$ cat config.mk
export PLATFORM = sky130hd
export DESIGN_NAME = fw_sample_loader
export DESIGN_NICKNAME = d
export VERILOG_FILES = /design/src/rtl/fw_loader_pkg.sv /design/src/rtl/fw_loader_fifo.sv /design/src/rtl/fw_sample_loader.sv
export SDC_FILE = /design/constraint.sdc
export NUM_CORES = 1
export LEC_CHECK = 0
export CAP_MARGIN = 10
export CORE_ASPECT_RATIO = 1.25
export CORE_MARGIN = 5
export CORE_UTILIZATION = 27
export CTS_CLUSTER_DIAMETER = 40
export CTS_CLUSTER_SIZE = 30
export DETAILED_ROUTE_END_ITERATION = 12
export DONT_BUFFER_PORTS = 1
export SYNTH_ARGS = -nofsm -noshare
export SYNTH_HDL_FRONTEND = slang
export SYNTH_HIERARCHICAL = 1
export SYNTH_SLANG_ARGS = --single-unit
$ cat constraint.sdc
create_clock -name clk -period 2.2 [get_ports clk]
set_input_delay 0.44 -clock clk [delete_from_list [all_inputs] [get_ports clk]]
set_output_delay 0.44 -clock clk [all_outputs]
set_load 0.02 [all_outputs]
$ cat src/rtl/fw_loader_pkg.sv
// Shared types and default constants for the fuzzy-wavelet sample loader.
package fw_loader_pkg;

  typedef enum logic [1:0] {
    ST_IDLE  = 2'd0,
    ST_SETUP = 2'd1,
    ST_HIGH  = 2'd2,
    ST_HOLD  = 2'd3
  } state_t;

  localparam int DEF_DATA_W        = 8;
  localparam int DEF_FIFO_DEPTH    = 4;
  localparam int DEF_SETUP_CYCLES  = 1;
  localparam int DEF_STROBE_CYCLES = 2;

  function automatic int max2(input int a, input int b);
    return (a > b) ? a : b;
  endfunction

endpackage

$ cat src/rtl/fw_loader_fifo.sv
// Small synchronous FIFO with registered storage; pointers carry one extra
// wrap bit so full and empty are told apart without an occupancy counter.
module fw_loader_fifo
  import fw_loader_pkg::*;
#(
  parameter int DATA_W = DEF_DATA_W,
  parameter int DEPTH  = DEF_FIFO_DEPTH
) (
  input  logic              clk,
  input  logic              rst,
  input  logic              push,
  input  logic              pop,
  input  logic [DATA_W-1:0] din,
  output logic [DATA_W-1:0] head,
  output logic              empty,
  output logic              ready
);

  localparam int AW = $clog2(DEPTH);

  logic [DATA_W-1:0] mem [DEPTH];
  logic [AW:0]       wr_ptr;
  logic [AW:0]       rd_ptr;
  logic [AW:0]       wr_nxt;
  logic [AW:0]       rd_nxt;
  logic              full;
  logic              full_nxt;
  logic              do_push;
  logic              do_pop;

  // A push into a full FIFO is dropped even when a pop frees a slot this cycle.
  assign do_push  = push & ~full;
  assign do_pop   = pop & ~empty;
  assign wr_nxt   = wr_ptr + {{AW{1'b0}}, do_push};
  assign rd_nxt   = rd_ptr + {{AW{1'b0}}, do_pop};
  assign empty    = (wr_ptr == rd_ptr);
  assign full     = (wr_ptr[AW] != rd_ptr[AW]) && (wr_ptr[AW-1:0] == rd_ptr[AW-1:0]);
  assign full_nxt = (wr_nxt[AW] != rd_nxt[AW]) && (wr_nxt[AW-1:0] == rd_nxt[AW-1:0]);
  assign head     = mem[rd_ptr[AW-1:0]];

  // Pointer and ready registers; ready is the registered inverse of full.
  always_ff @(posedge clk) begin
    if (rst) begin
      wr_ptr <= '0;
      rd_ptr <= '0;
      ready  <= 1'b0;
    end else begin
      wr_ptr <= wr_nxt;
      rd_ptr <= rd_nxt;
      ready  <= ~full_nxt;
    end
  end

  // Sample storage, written only on an accepted push.
  always_ff @(posedge clk) begin
    if (do_push) mem[wr_ptr[AW-1:0]] <= din;
  end

endmodule

$ cat src/rtl/fw_sample_loader.sv
// Drains buffered host samples into the fuzzy wavelet one frame at a time:
// present the value, wait the setup time, pulse the load strobe, then hold.
module fw_sample_loader
  import fw_loader_pkg::*;
#(
  parameter int DATA_W        = DEF_DATA_W,
  parameter int FIFO_DEPTH    = DEF_FIFO_DEPTH,
  parameter int SETUP_CYCLES  = DEF_SETUP_CYCLES,
  parameter int STROBE_CYCLES = DEF_STROBE_CYCLES
) (
  input  logic              clk,
  input  logic              rst,
  input  logic              s_valid,
  input  logic [DATA_W-1:0] s_data,
  output logic              s_ready,
  output logic [DATA_W-1:0] o_value,
  output logic              o_data_clk,
  output logic              o_busy,
  output logic [7:0]        o_sent_count
);

  localparam int PH_W = $clog2(max2(SETUP_CYCLES, STROBE_CYCLES) + 1);
  localparam logic [PH_W-1:0] SETUP_LAST  = PH_W'(SETUP_CYCLES - 1);
  localparam logic [PH_W-1:0] STROBE_LAST = PH_W'(STROBE_CYCLES - 1);

  state_t            state;
  state_t            state_nxt;
  logic [PH_W-1:0]   phase;
  logic              phase_done;
  logic              pop;
  logic              last_hold;
  logic              dclk_nxt;
  logic              empty;
  logic [DATA_W-1:0] head;

  fw_loader_fifo #(
    .DATA_W (DATA_W),
    .DEPTH  (FIFO_DEPTH)
  ) u_fifo (
    .clk   (clk),
    .rst   (rst),
    .push  (s_valid & s_ready),
    .pop   (pop),
    .din   (s_data),
    .head  (head),
    .empty (empty),
    .ready (s_ready)
  );

  assign o_busy = (state != ST_IDLE) | ~empty;

  // Phase counter has reached the last cycle of the current timed state.
  always_comb begin
    phase_done = 1'b0;
    unique case (state)
      ST_SETUP:         phase_done = (phase == SETUP_LAST);
      ST_HIGH, ST_HOLD: phase_done = (phase == STROBE_LAST);
      default:          phase_done = 1'b0;
    endcase
  end

  // State register.
  always_ff @(posedge clk) begin
    if (rst) state <= ST_IDLE;
    else     state <= state_nxt;
  end

  // Next-state logic.
  always_comb begin
    state_nxt = state;
    unique case (state)
      ST_IDLE:  if (!empty)    state_nxt = ST_SETUP;
      ST_SETUP: if (phase_done) state_nxt = ST_HIGH;
      ST_HIGH:  if (phase_done) state_nxt = ST_HOLD;
      ST_HOLD:  if (phase_done) state_nxt = ST_IDLE;
      default:                  state_nxt = ST_IDLE;
    endcase
  end

  // Output decode: FIFO pop, frame completion and the next strobe level.
  always_comb begin
    pop       = (state == ST_IDLE) && !empty;
    last_hold = (state == ST_HOLD) && phase_done;
    dclk_nxt  = (state_nxt == ST_HIGH);
  end

  // Phase counter restarts on every state change and rests at zero in IDLE.
  always_ff @(posedge clk) begin
    if (rst)                                       phase <= '0;
    else if (state_nxt != state || state == ST_IDLE) phase <= '0;
    else                                           phase <= phase + 1'b1;
  end

  // Strobe is a plain flop so the wavelet sees no combinational glitches.
  always_ff @(posedge clk) begin
    if (rst) o_data_clk <= 1'b0;
    else     o_data_clk <= dclk_nxt;
  end

  // Sample value is captured only on the edge that leaves IDLE.
  always_ff @(posedge clk) begin
    if (rst)      o_value <= '0;
    else if (pop) o_value <= head;
  end

  // Completed-frame counter; wraps naturally at 8 bits.
  always_ff @(posedge clk) begin
    if (rst)            o_sent_count <= 8'd0;
    else if (last_hold) o_sent_count <= o_sent_count + 8'd1;
  end

endmodule

==> run metrics, run 1 <==
outcome finished clean; DR WL/cell 13.98 microns; pwr/cell area 950.4 nW/um^2; DR vias/cell 4.420; Mapped Avg Cell Area 13.11 sq um; Crit Path Max Fanout 9; CTS tree built; Mapped Cells 189; total CTS buffers 9; measured slew at the worst slew-check pin 0.3711 ns; Synth area leader edfxtp_1; fin crit share 0.9242; DRC errors left 0; layer with the highest usage met2; Max Fclk 0.4918 GHz; Startpoint Class flip-flop; wirelength, routed 4.725 mm; Final Non-Filler Cells 338; Die Span Y 117.1 microns; synth top area cells edfxtp_1 39%, dfxtp_1 23%, mux4_2 5.5%; Setup Skew 0.006317 ns; Commonest cells post-synth 32 x edfxtp_1, 28 x dfxtp_1, 24 x nand2_1; Yosys cell types 37; met3 Use GR 0.04284; Layout Area Growth over Synthesis 23.18%; RD Place Congestion 0.8044; num ports 30; CTS resizes 0; share of layout cells above drive strength 1 0.2465; hold_buf cts 0; initial antenna violation count 0; DR pass1 iterations 4; worst vdd ir 361.0 uV; FP Rows 39; crit end category flip-flop; grt met2 use 0.1628; most common cell in the netlist edfxtp_1; CP Class reg -> reg; Vias 1,494; WP data required 2.40 ns; Clock Latency Late Sink 0.32 ns; DP Wirelength 3.432 mm; CTS Buffer Depth 2; Slew Limit Fails 0; Hold WC Path Type in -> reg; post-synth top area share 0.3879; Initial Utilization 0.2730; Fin. Hold Viols 0; Die X 95.68 microns; PortBufs 0; vias in the first global route 1,628; crit path time final 2.033 ns; post-route antenna net violation count 0; fraction of the yosys area taken by sequential cells 0.6141; placed cells 322; Async S/R FF share, synth 0; Synth Flop Type edfxtp_1; largest net degree at the start of global routing 29; Critical Path AT 2.24 ns; Total Die Area 11,200 sq um; all-layer global routing usage 0.09910; Clock Tree Root clkbuf_16; postcts setup bufs 0; TNS Setup 0 ns; met1 Resource Use GR 0.1058; Slew HR 0.7522; Syn Nets 207; unrepaired setup endpoints after global routing false; synthesis-stage register bit count 60; cell area after synthesis 2477 sq um; grt total ovfl 0; final net count 228; global-route wire length before repair 8.093 mm; EDFF count, synth 32; Worst-path clk slew 0.05 ns; Leak 1.021 nW; final setup fails 0; max-cap viol count 0; core area 9076 sq um; CTS H-Tree Depth 3; number of diodes 0; synth warn 6; drt initial violations 89; Sink Count 60
==> cell type report <==
type	count	area (sq um)
fillers	906	6025
flip-flops and latches	60	1525
multi-input cells	115	915.9
clock buffers	10	229.0
well taps	123	153.9
repair buffers	18	135.1
clock inverters	6	65.06
inverters	6	27.53
==> where the power goes <==
| group | leakage, nW | switching (mW) | internal [mW] |
|---|---|---|---|
| Sequential | 0.520 | 0.0555 | 1.23 |
| Clock | 0.132 | 0.471 | 0.872 |
| Combinational | 0.369 | 0.149 | 0.120 |
| Total | 1.02 | 0.675 | 2.23 |
==> metrics by stage <==
| stage | instance area, sq um | setup slack [ns] | hold slack, ns | power, mW | utilization |
|---|---|---|---|---|---|
| after CTS | 3017 | 0.04492 | 0.1694 | 2.942 | 0.3324 |
| after global routing | 3052 | 0.006194 | 0.1656 | 3.052 | 0.3362 |
| after detailed placement | 2723 | 0.07181 | 0.4463 | 1.577 | 0.3000 |
| after global placement | 2723 | 0.1699 | 0.4373 | 1.572 | 0.3000 |
| after floorplan | 2499 | 0.01927 | 0.4323 | 1.527 | - |
| final | 3052 | 0.1667 | 0.1887 | 2.900 | 0.3362 |
==> routing by layer <==
metal / part of all wire / vias up
li1: - / 737
met3: 0.073 / 11
met4: 0.027 / 0
met2: 0.51 / 32
met5: 0 / -
met1: 0.39 / 714
==> registers in the layout (all words and copies together) (netlist names) <==
signal,count
o_data_clk,1
u_fifo/rd_ptr,3
u_fifo/mem,32
o_sent_count,8
u_fifo/ready,1
state,2
phase,2
u_fifo/wr_ptr,3
o_value,8
==> cells by family after synthesis <==
logic type | Yosys count | synth area share
adder cells (fa/ha/maj) | 7 | 0.03535
buffers and inverters | 14 | 0.03333
AND/OR/NAND/NOR | 56 | 0.1146
XOR/XNOR | 13 | 0.04899
AO/OA/AOI/OAI | 29 | 0.06969
flip-flops | 60 | 0.6141
multiplexers | 10 | 0.08384
==> layout by cell type (no fill, tap or decap), drive strengths merged, types with 3 or more instances in the layout <==
cell type,instances
edfxtp,32
dfxtp,28
nand2,24
buf,18
a21oi,17
nor2,10
clkbuf,10
xnor2,9
mux4,8
ha,7
inv,5
nor2b,4
or3,4
xor2,4
nand4,3
o21ai,3
clkinvlp,3
a31oi,3
clkinv,3
nand3,3
==> final timing paths <==
path / from / endpoint / slack (ns) / depth (start not counted)
min reg2reg: phase[0] / phase[0] / 0.45 / 1
max: u_fifo/wr_ptr[0] / u_fifo/ready / 0.17 / 11
min: rst / u_fifo/rd_ptr[2] / 0.19 / 1
max reg2reg: u_fifo/wr_ptr[0] / u_fifo/ready / 0.17 / 11
==> worst max-delay path, cell delays in order (launching register included) <==
cell and delay, ns:
dfxtp_1 0.33, xnor2_2 0.15, nand2_1 0.09, nor2_1 0.06
or3_4 0.35, clkinv_4 0.09, o21a_1 0.13, ha_2 0.18
ha_4 0.15, xor2_2 0.15, xnor2_1 0.14, a31oi_1 0.10
Note: power is estimated with default switching activity, not from simulation.
==> inputs of run 2 (changes only) <==
SLEW_MARGIN = 5   (was default)
==> results of run 2 <==
Same layout as run 1: the final DEF is identical, and so are final timing and power.
